File: config.mk
export PLATFORM = sky130hd
export DESIGN_NAME = cmd_sequencer
export DESIGN_NICKNAME = d
export VERILOG_FILES = /design/src/rtl/cmd_sequencer_pkg.sv /design/src/rtl/cmd_sequencer_fifo.sv /design/src/rtl/cmd_sequencer.sv
export SDC_FILE = /design/constraint.sdc
export NUM_CORES = 1
export LEC_CHECK = 0
export CELL_PAD_IN_SITES_DETAIL_PLACEMENT = 1
export CELL_PAD_IN_SITES_GLOBAL_PLACEMENT = 1
export CORE_MARGIN = 1
export CORE_UTILIZATION = 44
export CTS_BUF_LIST = sky130_fd_sc_hd__clkbuf_4
export DETAILED_ROUTE_END_ITERATION = 7
export GPL_ROUTABILITY_DRIVEN = 1
export PLACE_DENSITY_LB_ADDON = 0.3
export RECOVER_POWER = 25
export SETUP_SLACK_MARGIN = 0.3
export SLEW_MARGIN = 40
export SYNTH_ARGS = -nofsm -noshare
export SYNTH_HDL_FRONTEND = slang
export SYNTH_SLANG_ARGS = --single-unit
File: constraint.sdc
create_clock -name clk -period 2.6 [get_ports clk]
set_input_delay 0.65 -clock clk [delete_from_list [all_inputs] [get_ports clk]]
set_output_delay 0.65 -clock clk [all_outputs]
set_load 0.02 [all_outputs]
File: src/rtl/cmd_sequencer_pkg.sv
// Shared command/engine encodings, queue entry layout and FSM state type.
// Latency: n/a (declarations only).
// Backpressure: n/a.
package cmd_sequencer_pkg;

    // Command codes from the button command generator
    localparam logic [2:0] CMD_IDLE      = 3'd0;
    localparam logic [2:0] CMD_SEED      = 3'd1;
    localparam logic [2:0] CMD_ADVANCE   = 3'd2;
    localparam logic [2:0] CMD_READ_CELL = 3'd3;

    // Engine operation encodings
    localparam logic [1:0] ENG_OP_STEP = 2'd0;
    localparam logic [1:0] ENG_OP_SEED = 2'd1;
    localparam logic [1:0] ENG_OP_READ = 2'd2;

    // Queue entry: {cmd, arg0}
    localparam int ENTRY_W = 35;

    typedef struct packed {
        logic [2:0]  cmd;
        logic [31:0] arg;
    } entry_t;

    typedef enum logic {
        S_IDLE  = 1'b0,
        S_ISSUE = 1'b1
    } state_e;

    // Commands that occupy a queue slot; everything else except IDLE is dropped
    function automatic logic is_queued_cmd(input logic [2:0] c);
        return (c == CMD_SEED) || (c == CMD_ADVANCE) || (c == CMD_READ_CELL);
    endfunction

    function automatic logic [1:0] op_of(input logic [2:0] c);
        logic [1:0] op;
        op = ENG_OP_STEP;
        if (c == CMD_SEED)      op = ENG_OP_SEED;
        if (c == CMD_READ_CELL) op = ENG_OP_READ;
        return op;
    endfunction

endpackage

File: src/rtl/cmd_sequencer_fifo.sv
// Synchronous FIFO with flush; head visible combinationally on dout_o.
// Latency: a push is visible at the head the cycle after it is written.
// Backpressure: push is dropped when full unless a pop happens in the same cycle.
module cmd_fifo
    import cmd_sequencer_pkg::*;
#(
    parameter int DEPTH = 4,
    parameter int WIDTH = ENTRY_W
) (
    input  logic             clk,
    input  logic             reset_n,
    input  logic             flush_i,
    input  logic             push_i,
    input  logic [WIDTH-1:0] din_i,
    input  logic             pop_i,
    output logic [WIDTH-1:0] dout_o,
    output logic             full_o,
    output logic             empty_o,
    output logic             empty_nxt_o
);

    localparam int AW = $clog2(DEPTH);

    logic [WIDTH-1:0] mem_q [DEPTH];
    logic [AW:0]      wptr_q, wptr_d;
    logic [AW:0]      rptr_q, rptr_d;
    logic             do_push;
    logic             do_pop;

    // Extra pointer bit distinguishes full from empty
    assign empty_o = (wptr_q == rptr_q);
    assign full_o  = (wptr_q[AW] != rptr_q[AW]) && (wptr_q[AW-1:0] == rptr_q[AW-1:0]);
    assign dout_o  = mem_q[rptr_q[AW-1:0]];

    // A pop in the same cycle frees the slot a push on full needs
    assign do_pop  = pop_i && !empty_o;
    assign do_push = push_i && (!full_o || do_pop);

    // Pointer next-state; flush wins over everything
    always_comb begin
        wptr_d = wptr_q;
        rptr_d = rptr_q;
        if (flush_i) begin
            wptr_d = '0;
            rptr_d = '0;
        end else begin
            if (do_push) wptr_d = wptr_q + 1'b1;
            if (do_pop)  rptr_d = rptr_q + 1'b1;
        end
    end

    assign empty_nxt_o = (wptr_d == rptr_d);

    // Pointer registers
    always_ff @(posedge clk or negedge reset_n) begin
        if (!reset_n) begin
            wptr_q <= '0;
            rptr_q <= '0;
        end else begin
            wptr_q <= wptr_d;
            rptr_q <= rptr_d;
        end
    end

    // Storage array, no reset needed
    always_ff @(posedge clk) begin
        if (do_push && !flush_i) mem_q[wptr_q[AW-1:0]] <= din_i;
    end

endmodule

File: src/rtl/cmd_sequencer.sv
// Queues button commands and expands them into engine ops (ADVANCE N -> N steps); IDLE aborts.
// Latency: cmd_valid at edge t into an idle, empty sequencer gives eng_valid after edge t+2.
// Backpressure: none upstream (full queue drops and sets overflow); eng_ready stalls issue.
// Optional feature macro: CMD_SEQ_GEN_COUNT_EN builds the gen_count counter (else tied to 0).
module cmd_sequencer
    import cmd_sequencer_pkg::*;
#(
    parameter int DEPTH = 4
) (
    input  logic        clk,
    input  logic        reset_n,
    input  logic [2:0]  cmd,
    input  logic [31:0] cmd_arg0,
    input  logic        cmd_valid,
    output logic [1:0]  eng_op,
    output logic [31:0] eng_arg,
    output logic        eng_valid,
    input  logic        eng_ready,
    output logic        busy,
    output logic        overflow,
    output logic [31:0] gen_count
);

    state_e      state_q, state_d;
    logic        eng_valid_q, eng_valid_d;
    logic [1:0]  eng_op_q, eng_op_d;
    logic [31:0] eng_arg_q, eng_arg_d;
    logic [31:0] remaining_q, remaining_d;
    logic        fetch_vld_q, fetch_vld_d;
    entry_t      fetch_q, fetch_d;
    logic        busy_q, busy_d;
    logic        overflow_q, overflow_d;

    logic        abort;
    logic        push;
    logic        pop;
    logic        hs;
    logic        fetch_retire;
    entry_t      push_entry;
    entry_t      head;
    logic [ENTRY_W-1:0] fifo_dout;
    logic        fifo_full;
    logic        fifo_empty;
    logic        fifo_empty_nxt;

    assign abort        = cmd_valid && (cmd == CMD_IDLE);
    assign push         = cmd_valid && is_queued_cmd(cmd);
    assign hs           = eng_valid_q && eng_ready;
    assign push_entry   = '{cmd: cmd, arg: cmd_arg0};
    assign head         = fifo_dout;
    // ADVANCE 0 dies in the fetch slot without ever reaching the engine
    assign fetch_retire = fetch_vld_q && (fetch_q.cmd == CMD_ADVANCE) && (fetch_q.arg == '0);

    cmd_fifo #(
        .DEPTH (DEPTH),
        .WIDTH (ENTRY_W)
    ) u_fifo (
        .clk         (clk),
        .reset_n     (reset_n),
        .flush_i     (abort),
        .push_i      (push),
        .din_i       (push_entry),
        .pop_i       (pop),
        .dout_o      (fifo_dout),
        .full_o      (fifo_full),
        .empty_o     (fifo_empty),
        .empty_nxt_o (fifo_empty_nxt)
    );

    // Pop into the fetch slot when idle with a free slot, or on the last handshake of a command
    always_comb begin
        pop = 1'b0;
        if (!abort && !fifo_empty) begin
            if (state_q == S_IDLE) pop = !fetch_vld_q || fetch_retire;
            else                   pop = hs && (remaining_q <= 32'd1);
        end
    end

    // Next-state and registered-output logic
    always_comb begin
        state_d     = state_q;
        eng_valid_d = eng_valid_q;
        eng_op_d    = eng_op_q;
        eng_arg_d   = eng_arg_q;
        remaining_d = remaining_q;
        fetch_vld_d = fetch_vld_q;
        fetch_d     = fetch_q;
        overflow_d  = overflow_q;

        case (state_q)
            S_IDLE: begin
                if (fetch_vld_q && !fetch_retire && !abort) begin
                    state_d     = S_ISSUE;
                    eng_valid_d = 1'b1;
                    eng_op_d    = op_of(fetch_q.cmd);
                    eng_arg_d   = (fetch_q.cmd == CMD_ADVANCE) ? 32'd0 : fetch_q.arg;
                    remaining_d = (fetch_q.cmd == CMD_ADVANCE) ? fetch_q.arg : 32'd0;
                end
            end
            S_ISSUE: begin
                if (hs) begin
                    if (!abort && (remaining_q > 32'd1)) begin
                        remaining_d = remaining_q - 32'd1;
                    end else begin
                        state_d     = S_IDLE;
                        eng_valid_d = 1'b0;
                        remaining_d = '0;
                    end
                end
            end
            default: state_d = S_IDLE;
        endcase

        // Fetch slot: always drained when idle, refilled by a pop
        if (abort) begin
            fetch_vld_d = 1'b0;
        end else if (pop) begin
            fetch_vld_d = 1'b1;
            fetch_d     = head;
        end else if (state_q == S_IDLE) begin
            fetch_vld_d = 1'b0;
        end

        // Abort leaves an in-flight op offered but stops any further steps
        if (abort) begin
            remaining_d = '0;
            overflow_d  = 1'b0;
        end else if (push && fifo_full && !pop) begin
            overflow_d  = 1'b1;
        end
    end

    assign busy_d = !fifo_empty_nxt || fetch_vld_d || (state_d == S_ISSUE);

    // State and output registers
    always_ff @(posedge clk or negedge reset_n) begin
        if (!reset_n) begin
            state_q     <= S_IDLE;
            eng_valid_q <= 1'b0;
            eng_op_q    <= ENG_OP_STEP;
            eng_arg_q   <= '0;
            remaining_q <= '0;
            fetch_vld_q <= 1'b0;
            fetch_q     <= '0;
            busy_q      <= 1'b0;
            overflow_q  <= 1'b0;
        end else begin
            state_q     <= state_d;
            eng_valid_q <= eng_valid_d;
            eng_op_q    <= eng_op_d;
            eng_arg_q   <= eng_arg_d;
            remaining_q <= remaining_d;
            fetch_vld_q <= fetch_vld_d;
            fetch_q     <= fetch_d;
            busy_q      <= busy_d;
            overflow_q  <= overflow_d;
        end
    end

`ifdef CMD_SEQ_GEN_COUNT_EN
    logic [31:0] gen_count_q;

    // Count completed steps; a completed seed restarts the count
    always_ff @(posedge clk or negedge reset_n) begin
        if (!reset_n) begin
            gen_count_q <= '0;
        end else if (hs) begin
            if (eng_op_q == ENG_OP_STEP)      gen_count_q <= gen_count_q + 32'd1;
            else if (eng_op_q == ENG_OP_SEED) gen_count_q <= '0;
        end
    end

    assign gen_count = gen_count_q;
`else
    assign gen_count = '0;
`endif

    assign eng_valid = eng_valid_q;
    assign eng_op    = eng_op_q;
    assign eng_arg   = eng_arg_q;
    assign busy      = busy_q;
    assign overflow  = overflow_q;

endmodule

[Yosys cells after proc, flatten, opt, wreduce, memory -nomap -nowiden]
Memory sizes are Yosys's and may differ from the RTL's. A register that Yosys moved wholly into a read port is not among the register bits.
Index checks and enable logic that the tools add are counted.
Operators by class
  reduce and logical (&&, ||, !) cells: 37
  $lt $le $gt $ge: 2
  muxes and demuxes: 30
  bitwise operators: 2
  $add $sub $neg: 3
  eq/ne operators: 15
Operator list (count)
  32-bit two-way mux: 6
  32-bit one-hot mux with 2 select lines: 1
  32-bit by 1-bit greater-than comparator with 1-bit output (second input constant): 1
  32-bit by 1-bit <= comparator with 1-bit output (second input constant): 1
  32-bit zero test: 1
  32-bit by 1-bit subtractor with 32-bit output (second input constant): 1
  1-bit logical AND: 16
  1-bit two-way mux: 16
  3-bit by 2-bit equality test with 1-bit output (second input constant): 4
  3-bit two-way mux: 4
  1-bit zero test: 8
  3-bit by 1-bit adder with 3-bit output (second input constant): 2
  3-bit by 1-bit equality test with 1-bit output (second input constant): 2
  3-bit equality test: 2
  1-bit logical OR: 6
  3-bit by 1-bit inequality test with 1-bit output (second input constant): 2
  2-bit AND reduction: 3
  2-bit by 1-bit inequality test with 1-bit output (second input constant): 2
  1-bit one-hot mux with 2 select lines: 2
  3-bit zero test: 1
  3-bit AND reduction: 1
  2-bit equality test: 1
  2-bit two-way mux: 1
  2-bit inequality test (second input constant): 1
  other kinds (3): 4
Storage, ports and cells
  output and inout bits: 69
  memories kept: 1
  input bits: 39
  register bits: 77
  memory bits (writable): 140
  word-level logic and storage cells: 100
Memories
  u_fifo.mem_q: depth 4, width 35, rd ports 1, clocked after memory_dff 1, wr ports 1, RTL line cmd_sequencer_fifo.sv:24  | logic [WIDTH-1:0] mem_q [DEPTH];

[Longest topological paths before layout]
Gate-level depths: netlist of run 1.
  depth in word-level cells: 15
  depth in mapped cells: 10
  mapped depth without buffers: 10

[Hierarchy]
A second synthesis of run 1 with hierarchy kept.
Second synthesis, totals
  cells, all modules: 819
  area total of the unflattened synthesis: 11164.5 um^2
Modules (own cells, without submodules)
  cmd_sequencer: instances 1, area each 5589.1 um^2, seq. area each 2652.5 um^2, cells each 578
  cmd_fifo: instances 1, area each 5575.3 um^2, seq. area each 4354.2 um^2, cells each 241

[Least setup slack after synthesis of run 1]
OpenSTA, ideal clock, no wires.
  kind: reg-to-reg
  start point: register remaining_q[2]
  end point: memory u_fifo.mem_q[3][0] (netlist bit), enable pin
  path slack: -0.097 ns
  stages on the path, launching flop included: 7
  data arrival time: 2.320 ns
  data required time: 2.223 ns
  buffers on the path: 0
  setup time: 0.377 ns
  clock period less this slack: 2.697 ns
  cells stage by stage: dfrtp_1 nor4_4 nand4_1 o31ai_4 o211a_4 o221a_4 and2_2
Between the ends
  longest elaborated chain between the ends: 10
RTL lines
  start, declared: RTL line cmd_sequencer.sv:28  | logic [31:0] remaining_q, remaining_d;
  start signal, assigned: RTL line cmd_sequencer.sv:152  | remaining_q <= remaining_d;
  32-bit by 1-bit <= comparator with 1-bit output: RTL line cmd_sequencer.sv:75  | else pop = hs && (remaining_q <= 32'd1);
  1-bit logical AND: RTL line cmd_sequencer.sv:75
  1-bit two-way mux: RTL line cmd_sequencer.sv:74  | if (state_q == S_IDLE) pop = !fetch_vld_q || fetch_retire;
  1-bit two-way mux: RTL line cmd_sequencer.sv:73  | if (!abort && !fifo_empty) begin
  1-bit logical AND: RTL line cmd_sequencer_fifo.sv:36  | assign do_pop = pop_i && !empty_o;
  1-bit logical OR: RTL line cmd_sequencer_fifo.sv:37  | assign do_push = push_i && (!full_o || do_pop);
  1-bit logical AND: RTL line cmd_sequencer_fifo.sv:37
  1-bit logical AND: RTL line cmd_sequencer_fifo.sv:67  | if (do_push && !flush_i) mem_q[wptr_q[AW-1:0]] <= din_i;
  1-bit two-way mux: RTL line cmd_sequencer_fifo.sv:67
  1-bit two-way mux (not written as such): RTL line cmd_sequencer_fifo.sv:67
  end, declared: RTL line cmd_sequencer_fifo.sv:24
No other way between the ends.

[Worst setup path in the final report of run 1]
  start point: register remaining_q[9]
  end point: memory u_fifo.mem_q[3][25] (netlist bit), enable pin
The elaborated chain is that of the path after synthesis.

==> impl_metrics.csv, run 1 <==
group,metric,value,unit
routing,wl_per_cell,22.7,um
setup_path,startpoint_type,"flip-flop",
clock_tree,h-tree-depth,3,
global_route,overflow,0,
timing,report.final.slew_viol_count,0,
yosys,synth_edf_count,140,
yosys,yosysMostFrequentCell,"edfxtp_1",
setup_path,path_class,"flip-flop to flip-flop",
yosys,synth.distinct_cells,56,
yosys,synthTopCellsByArea,"edfxtp_1 38%, dfrtp_1 26%, mux4_2 7.2%",
floorplanning,rows,57,
setup_path,critPathCaptureType,"flip-flop",
clock_tree,clk_latency,710,ps
timing,setup_viol,143,
yosys,ys.flop_type,"edfxtp_1",
floorplanning,start_util,0.450,
clock_tree,cts_sinks,252,
timing,tns,-5490,ps
routing,antenna_left,0,
yosys,synthTopCellsByCount,"140 x edfxtp_1, 120 x nand2_1, 112 x dfrtp_1",
yosys,ys_ff_latch,252,
yosys,yosys.area.top_type,"edfxtp_1",
yosys,synth-async-reset-ratio,0.444,
setup_path,worstPathArrival,3050,ps
timing,hold_slack,455,ps
setup_path,critPathMaxFanout,13,
yosys,yosysWarnings,0,
placement,gp_congestion,0.842,
layout,area_growth,35.0,%
status,violations,"setup timing",
yosys,synth.yosys.seq_area_share,0.641,
placement,dp_hpwl,19500,um
yosys,netlist.area_leader.share,0.385,
run,drv_cap,0,
floorplanning,die_y,160,um
global_route,grt_use_total,0.239,
clock_tree,clockRootBuffer,"clkbuf_4",
timing,fin_crit_sh,1.04,
global_route,grt_pass1_vias,8121,
routing,viasPerCell,5.40,
yosys,synth_cells,792,
global_route,grt_max_degree,42,
min_path,min_path_type,"flip-flop to flip-flop",
routing,routed_wl,32300,um
layout,fin_util,0.607,
routing,drc_errors,0,
routing,drt-initial-drc-count,376,
clock_tree,cts_tree,"built",
global_route,antenna_found_initial,1,
floorplanning,die-area,0.0255,mm2
timing,fmax,372,MHz
routing,detail_route.first_pass.iterations,4,
clock_tree,clkSlewWorstSetupHoldPaths,60,ps
timing,fin_crit,2690,ps
pwr,max-vdd-ir-drop,0.000506,V
layout,nets,1089,
global_route,grt_pass1_wl,46400,um
setup_path,worst_ep_required_time,2950,ps
timing,fin_ws,-91.5,ps
timing,slew_headroom,0.485,
placement,io_buffers,75,
yosys,synthesis.area,0.0109,mm2
timing,hold_viol_final,0,
timing,tightest_slew,772,ps
layout,drive_above_1_share,0.387,
floorplanning,die_w,160,um
min_path,min_path_cells,2,
floorplanning,ios,108,
setup_path,ff2ff_path_depth,7,
clock_tree,cts_buffer_depth,3,
timing,rsz0062_at_grt,"true",
pwr,leakage,0.00629,uW
yosys,postSynthAreaPerCell,13.8,um2
pwr,power.total,18100,uW
floorplanning,core_area,0.0243,mm2
status,status,"complete, but fails checks",
clock_tree,numCtsBuffers,68,
routing,vias,7683,
timing,fin_worst_skew,71.0,ps
pwr,power_density,1220,mW/mm2
-- layout make-up --
class                           count  area (um2)
Fill cell                        2369        9560
Sequential cell                   252        7010
Multi-Input combinational cell    497        4220
Timing Repair Buffer              218        2250
Clock buffer                       95         713
Tap cell                          324         405
Clock inverter                     29         148
Inverter                            6        22.5
Antenna cell                        2        5.00
-- path summary, 6_finish.rpt --
path | start | to | slack [ps]
setup / recovery | remaining_q[9]$_DFFE_PN0P_ | u_fifo.mem_q[3][25]$_DFFE_PP_ | -90
hold / removal | eng_arg[0]$_DFFE_PN0P_ | eng_arg[0]$_DFFE_PN0P_ | 460
setup reg to reg | remaining_q[9]$_DFFE_PN0P_ | u_fifo.mem_q[3][25]$_DFFE_PP_ | -90
hold reg to reg | eng_arg[0]$_DFFE_PN0P_ | eng_arg[0]$_DFFE_PN0P_ | 460
max in group asynchronous | reset_n | overflow$_DFFE_PN0P_ | 1320
min in group asynchronous | reset_n | eng_arg[17]$_DFFE_PN0P_ | 480
-- state kept, by name, summed over array words and instances, names as in the netlist --
signal	count
remaining_q	32
u_fifo.mem_q	140
u_fifo.rptr_q	3
u_fifo.wptr_q	3
fetch_vld_q	1
fetch_q	35
eng_valid	1
eng_arg	32
eng_op	2
busy	1
overflow	1
state_q	1
-- routing by layer --
metal  track usage  vias to the layer above  wire length [um]
li1              -                     3427                 -
met2         0.401                      222             16800
met4        0.0804                        0               958
met5             0                        -                 0
met3        0.0491                       70              1470
met1         0.312                     3964             13100
-- cell usage in the layout (no fill, tap or decap), types with 30 or more instances in the layout --
| cell type | synthesis | layout |
|---|---|---|
| edfxtp_1 | 140 | 140 |
| dfrtp_1 | 112 | 110 |
| clkbuf_4 | 0 | 95 |
| nand2_1 | 120 | 94 |
| buf_4 | 32 | 93 |
| nand3_1 | 41 | 39 |
| mux4_2 | 35 | 35 |
| mux2_4 | 0 | 35 |
| nor2_1 | 35 | 34 |
| conb_1 | 1 | 32 |
| dlygate4sd2_1 | 0 | 30 |
-- critical path: stages, from the launching register on --
cell     delay, ps
dfrtp_1        400
nor4_4         440
nand4_1        270
o31ai_4        370
o211a_4        230
o221a_4        220
and2_4         240
buf_12         160
-- per-stage QoR --
step,instances,setup WS [ps],area (um2)
global placement,1263,-273,12800
detailed placement,1263,-306,12800
global route,1422,-129,14800
floorplan,823,202,11100
CTS,1401,-116,14100
finish,1423,-91.5,14800
-- power by group --
part | internal (uW) | total (uW) | switching [uW]
clock | 1810 | 3520 | 1710
sequential | 5200 | 6050 | 851
combinational | 4120 | 8500 | 4390
-- cells by family (layout without fill, tap and decap cells) --
group / after synthesis / in the layout / synth area share
and+or+nand+nor: 262 / 262 / 0.116
DFF: 252 / 252 / 0.641
AOI/OAI and AO/OA: 90 / 90 / 0.0588
buffers and inverters: 74 / 348 / 0.0391
muxes: 71 / 71 / 0.109
xor gates and xnor gates: 35 / 35 / 0.0280
adders and majority gates: 7 / 7 / 0.00801
other: 1 / 34 / 0.000343
-- what timing repair did --
action / in CTS / in global routing
pin swaps: 33 / 43
hold buffers: 1 / 0
resized for setup: 126 / 115
setup buffers: 11 / 13
endpoints found under the setup margin: 248 / 223
gates cloned: 2 / 7
hold endpoints to repair: 33 / 0
(Power assumes the default switching activity.)
==> run 2, diff against run 1 <==
--- a/config.mk
+++ b/config.mk
@@ -8,10 +8,9 @@
 export CELL_PAD_IN_SITES_DETAIL_PLACEMENT = 1
 export CELL_PAD_IN_SITES_GLOBAL_PLACEMENT = 1
 export CORE_MARGIN = 1
-export CORE_UTILIZATION = 44
+export CORE_UTILIZATION = 49
 export CTS_BUF_LIST = sky130_fd_sc_hd__clkbuf_4
 export DETAILED_ROUTE_END_ITERATION = 7
-export GPL_ROUTABILITY_DRIVEN = 1
 export PLACE_DENSITY_LB_ADDON = 0.3
 export RECOVER_POWER = 25
 export SETUP_SLACK_MARGIN = 0.3
==> constraint.sdc (replaced) <==
create_clock -name clk -period 2.99 [get_ports clk]
set_input_delay 0.7475 -clock clk [delete_from_list [all_inputs] [get_ports clk]]
set_output_delay 0.7475 -clock clk [all_outputs]
set_load 0.02 [all_outputs]
==> impl_metrics.csv, run 2 (synthesized netlist as in run 1, its figures left out) <==
group,metric,value,unit
clock_tree,h-tree-depth,3,
routing,route.met2.wl,15100,um
pwr,switching_share,0.379,
layout,fin_cells,1294,
routing,routed_wl,29400,um
placement,io_buffers,75,
clock_tree,clkSlewWorstSetupHoldPaths,70,ps
clock_tree,clk_latency,670,ps
timing,report.final.slew_viol_count,0,
layout,area_growth,22.2,%
status,status,"finished clean",
pwr,power_density,1030,mW/mm2
routing,wl_met3,1640,um
setup_path,cpPeakStageDelay,470,ps
layout,fill_cells,2140,
floorplanning,core_area,0.0218,mm2
pwr,clockPowerShare,0.214,
placement,dp.cells,1157,
clock_tree,numCtsBuffers,67,
layout,nets,1016,
setup_path,critPathSlowestCell,"or4_1",
global_route,grt_use_total,0.256,
pwr,max-vdd-ir-drop,0.000419,V
setup_path,path_class,"flip-flop to flip-flop",
floorplanning,rows,54,
global_route,overflow,0,
timing,fin_worst_skew,60.3,ps
pwr,p_sw,5220,uW
layout,largest_reg_flops,140,
pwr,leakage,0.00532,uW
layout,drive_above_1_share,0.278,
min_path,min_path_type,"primary input to asynchronous set/reset pin",
floorplanning,die-area,0.0229,mm2
routing,vias,7343,
clock_tree,cts_buffer_depth,3,
routing,drt-initial-drc-count,429,
layout,final_cell_mix,"140 x edfxtp_1, 120 x nand2_1, 108 x dfrtp_1",
routing,wl_per_cell,22.8,um
timing,rsz0062_at_grt,"true",
placement,dp_hpwl,18800,um
timing,hold_viol_final,0,
global_route,antenna_found_initial,0,
layout,mostFrequentLayoutCell,"edfxtp_1",
setup_path,rrSetupSlack,280,ps
global_route,grt_max_degree,47,
pwr,p_seq_frac,0.393,
setup_path,critPathMaxFanout,5,
routing,antenna_left,0,
clock_tree,ctsHoldBuffers,0,
routing,drc_errors,0,
pwr,power.total,13800,uW
floorplanning,die_y,151,um
setup_path,worst_path_dominant_cell_family,"simple AND/OR/NAND/NOR gates",
setup_path,worst-path-buf-inv,1,
layout,seqCellArea,0.00701,mm2
pwr,combPwrFrac,0.394,
timing,tightest_slew,1250,ps
global_route,grt_pass1_vias,7691,
timing,fmax,369,MHz
setup_path,worstPathArrival,3290,ps
timing,setup_viol,0,
routing,drt-met1-wl,12100,um
routing,detail_route.first_pass.iterations,5,
placement,gp_congestion,0.856,
timing,fin_crit_sh,0.907,
floorplanning,start_util,0.501,
routing,viasPerCell,5.67,
clock_tree,cts_sinks,252,
setup_path,startpoint_type,"flip-flop",
layout,antenna_cells,0,
routing,routed.top_layer,"met4",
layout,multi_input_area,0.00369,mm2
floorplanning,die_w,151,um
timing,fin_crit,2710,ps
run,drv_cap,0,
clock_tree,cts_tree,"built",
clock_tree,clockRootBuffer,"clkbuf_4",
setup_path,cp_cell_sequence,"nor4_4 > buf_4 > nand3b_1 > nor3b_1 > nand4_1 > or4_1 > o21ai_0 > a22oi_1 > nor2_1",
setup_path,critPathCaptureType,"flip-flop",
timing,slew_headroom,0.168,
floorplanning,ios,108,
global_route,grt_pass1_wl,43300,um
setup_path,worst_ep_required_time,3570,ps
pwr,p_int,8550,uW
## run 2: cell count changes in the layout (fill, tap and decap cells not counted), sizes merged, moves of 6 or more
cell	previous run	this run
buf	138	65
clkdlybuf4s50	11	54
dlygate4sd2	30	0
dlygate4sd3	27	20
dlymetal6s2s	7	0
clkinv	22	16
## run 2: area by class of cell
class	count	area share
Timing Repair Buffer	145	0.111
Multi-Input combinational cell	498	0.276
Tap cell	280	0.0262
Inverter	6	0.00169
Clock inverter	21	0.00824
Clock buffer	92	0.0517
Sequential cell	252	0.525
## run 2: worst reg2reg max path: cells and delay by family (launching register included)
family                 cells  cell delay (ps)
flip-flops                 1              450
AO/OA/AOI/OAI              2              300
buffers and inverters      1              180
AND/OR/NAND/NOR            6             1700
## run 2: layer usage
layer	vias up	track usage
met4	0	0.0785
met1	3781	0.335
met5	-	0
met2	268	0.425
met3	47	0.0590
li1	3247	-
## run 2: worst paths after layout
check	end	cells past startpoint	startpoint
setup / recovery	remaining_q[28]$_DFFE_PN0P_	9	remaining_q[2]$_DFFE_PN0P_
hold / removal	eng_arg[16]$_DFFE_PN0P_	1	reset_n
setup reg to reg	remaining_q[28]$_DFFE_PN0P_	9	remaining_q[2]$_DFFE_PN0P_
hold reg to reg	eng_arg[2]$_DFFE_PN0P_	2	eng_arg[2]$_DFFE_PN0P_
max in group asynchronous	fetch_q[30]$_DFFE_PN0P_	2	reset_n
min in group clk	eng_arg[2]$_DFFE_PN0P_	2	eng_arg[2]$_DFFE_PN0P_
## run 2: metrics by stage
step / worst slack, ps / hold WS [ps] / TNS [ps] / utilization / area (um2)
global route: 199 / 388 / 0 / 0.612 / 13400
global placement: 60.3 / 449 / 0 / 0.560 / 12200
floorplan: 306 / 452 / 0 / - / 11100
detailed placement: -0.0506 / 462 / -0.0597 / 0.560 / 12200
finish: 279 / 342 / 0 / 0.612 / 13400
CTS: 295 / 95.6 / 0 / 0.598 / 13100
## run 2: timing repair
item	CTS	global route
buffers inserted	2	16
gates cloned	0	6
resized for setup	4	17
pin swaps	5	13
setup endpoints to repair	167	190
## run 2: power by group through the flow
stage          clock (uW)  combinational, uW  sequential, uW
3_3_place_gp            0               4720            5350
3_5_place_dp            0               4980            5420
2_1_floorplan           0               3060            5370
5_1_grt              3180               5830            5490
4_1_cts              3010               5060            5380
6_report             2940               5420            5410
==> run 3, diff against run 2 <==
--- a/config.mk
+++ b/config.mk
@@ -8,9 +8,10 @@
 export CELL_PAD_IN_SITES_DETAIL_PLACEMENT = 1
 export CELL_PAD_IN_SITES_GLOBAL_PLACEMENT = 1
 export CORE_MARGIN = 1
-export CORE_UTILIZATION = 49
+export CORE_UTILIZATION = 55
 export CTS_BUF_LIST = sky130_fd_sc_hd__clkbuf_4
 export DETAILED_ROUTE_END_ITERATION = 7
+export DONT_BUFFER_PORTS = 1
 export PLACE_DENSITY_LB_ADDON = 0.3
 export RECOVER_POWER = 25
 export SETUP_SLACK_MARGIN = 0.3
==> impl_metrics.csv, run 3 (synthesized netlist as in run 1, its figures left out) <==
group,metric,value,unit
setup_path,crit_end,"u_fifo.mem_q[0][17]$_DFFE_PP_",
timing,report.final.slew_viol_count,0,
pwr,switching_share,0.378,
timing,rsz0062_at_grt,"true",
global_route,overflow,0,
setup_path,critPathCaptureType,"flip-flop",
setup_path,worst-path-buf-inv,1,
setup_path,path_depth,7,
pwr,p_int,8180,uW
setup_path,worst_r2r_endpoint,"u_fifo.mem_q[0][17]$_DFFE_PP_",
clock_tree,cts_sinks,252,
clock_tree,h-tree-depth,3,
floorplanning,rows,51,
floorplanning,die_y,143,um
global_route,antenna_found_initial,1,
routing,antenna_left,0,
floorplanning,ios,108,
pwr,p_sw,4960,uW
setup_path,cp_cell_sequence,"nor4_2 > nand4_1 > o31ai_4 > o211a_4 > o221a_4 > and2_2 > buf_12",
timing,fin_worst_skew,36.3,ps
setup_path,worst_path_dominant_cell_family,"compound AO/OA/AOI/OAI gates",
timing,hold_viol_final,112,
setup_path,worstSetupStartpoint,"remaining_q[26]$_DFFE_PN0P_",
layout,final_cell_mix,"140 x edfxtp_1, 120 x nand2_1, 111 x dfrtp_1",
routing,route.met2.wl,13600,um
layout,area_growth,12.7,%
pwr,max-vdd-ir-drop,0.000501,V
setup_path,worstPathArrival,2990,ps
setup_path,reg2reg_from,"remaining_q[26]$_DFFE_PN0P_",
floorplanning,start_util,0.562,
clock_tree,numCtsBuffers,67,
global_route,grt_pass1_wl,41600,um
global_route,grt_pass1_vias,7583,
routing,wl_per_cell,22.8,um
setup_path,critPathSlowestCell,"dfrtp_1",
routing,routed.top_layer,"met4",
pwr,power_density,1070,mW/mm2
placement,dp_hpwl,17500,um
clock_tree,clk_latency,650,ps
timing,fmax,376,MHz
timing,setup_viol,0,
timing,fin_crit_sh,0.890,
routing,vias,6944,
global_route,grt_max_degree,113,
setup_path,rrSetupSlack,330,ps
setup_path,critPathMaxFanout,20,
layout,drive_above_1_share,0.275,
setup_path,worst_ep_required_time,3320,ps
routing,drt-initial-drc-count,474,
timing,tightest_slew,744,ps
pwr,power.total,13100,uW
run,drv_cap,0,
timing,tns,0,ps
routing,detail_route.first_pass.iterations,5,
setup_path,cpPeakStageDelay,430,ps
clock_tree,cts_tree,"built",
routing,routed_wl,26800,um
min_path,min_path_type,"primary input to asynchronous set/reset pin",
layout,nets,905,
status,status,"complete, but fails checks",
status,violations,"hold timing",
placement,io_buffers,0,
setup_path,path_class,"flip-flop to flip-flop",
placement,gp_congestion,0.847,
timing,slew_headroom,0.504,
layout,mostFrequentLayoutCell,"edfxtp_1",
pwr,clockPowerShare,0.240,
setup_path,ff2ff_path_depth,7,
routing,drt-met1-wl,10900,um
timing,hold_slack,-216,ps
pwr,p_seq_frac,0.435,
global_route,grt_use_total,0.277,
layout,fill_cells,1846,
clock_tree,cts_buffer_depth,3,
routing,wl_met3,1600,um
routing,drc_errors,0,
pwr,leakage,0.00486,uW
routing,viasPerCell,5.91,
pwr,combPwrFrac,0.325,
setup_path,startpoint_type,"flip-flop",
clock_tree,clockRootBuffer,"clkbuf_4",
floorplanning,die-area,0.0204,mm2
layout,largest_reg_flops,140,
timing,fin_crit,2660,ps
floorplanning,core_area,0.0195,mm2
floorplanning,die_w,143,um
clock_tree,clkSlewWorstSetupHoldPaths,70,ps
==> run 3: changes by cell type in the layout (fill, tap and decap cells not counted), sizes merged <==
cell           change
inv                -3
dlygate4sd3       -20
o2111ai            -1
buf               -30
clkinv             +2
diode              +1
bufinv             +2
clkinvlp           +2
clkbuf             -3
clkdlybuf4s50     -54
==> run 3: metrics by stage <==
stage	instance area [um2]	hold WS (ps)	setup WS [ps]	utilization	instances
after global routing	12300	-277	237	0.633	1175
final	12300	-216	329	0.633	1175
after CTS	12300	-269	299	0.630	1172
after global placement	11300	455	324	0.581	1051
after detailed placement	11300	456	186	0.581	1051
after floorplan	11100	452	306	-	823
==> run 3: worst min path at each step <==
| stage | startpoint | end | slack [ps] | depth (start not counted) |
|---|---|---|---|---|
| floorplan | reset_n | busy$_DFF_PN0_ | 450 | 0 |
| global placement | reset_n | eng_arg[9]$_DFFE_PN0P_ | 460 | 0 |
| detailed placement | reset_n | eng_arg[7]$_DFFE_PN0P_ | 460 | 0 |
| CTS | reset_n | remaining_q[1]$_DFFE_PN0P_ | -270 | 0 |
| global route | reset_n | eng_arg[6]$_DFFE_PN0P_ | -280 | 0 |
| finish | reset_n | remaining_q[31]$_DFFE_PN0P_ | -220 | 0 |
==> run 3: worst register-to-register path, stage by stage, from the launching register on <==
cell and delay (ps):
dfrtp_1 430, nor4_2 350, nand4_1 250, o31ai_4 360, o211a_4 240, o221a_4 250, and2_2 240, buf_12 200
==> run 3: power by group through the flow <==
stage / Combinational [uW] / Sequential, uW / Clock (uW)
6_report: 4270 / 5720 / 3150
5_1_grt: 4640 / 5810 / 3410
4_1_cts: 4180 / 5670 / 3240
3_5_place_dp: 4090 / 5710 / 0
3_3_place_gp: 3880 / 5620 / 0
2_1_floorplan: 3060 / 5370 / 0
==> run 3: layer usage <==
layer,vias up,track usage
met5,-,0
met4,0,0.126
met3,52,0.0751
met2,264,0.450
met1,3596,0.348
li1,3032,-
==> run 3: layout make-up <==
type / instances / area (um2) / area share
Tap cell: 265 / 332 / 0.0269
Sequential cell: 252 / 7010 / 0.569
Clock buffer: 95 / 713 / 0.0579
Multi-Input combinational cell: 497 / 3710 / 0.301
Antenna cell: 1 / 2.50 / 0.000203
Timing Repair Buffer: 35 / 354 / 0.0287
Clock inverter: 24 / 184 / 0.0149
Inverter: 6 / 22.5 / 0.00183
==> run 3: repair_timing <==
item / in CTS / in global routing
setup buffers: 2 / 2
endpoints found under the hold margin: 112 / 112
resized for setup: 7 / 10
pin swaps: 2 / 3
setup endpoints to repair: 128 / 166
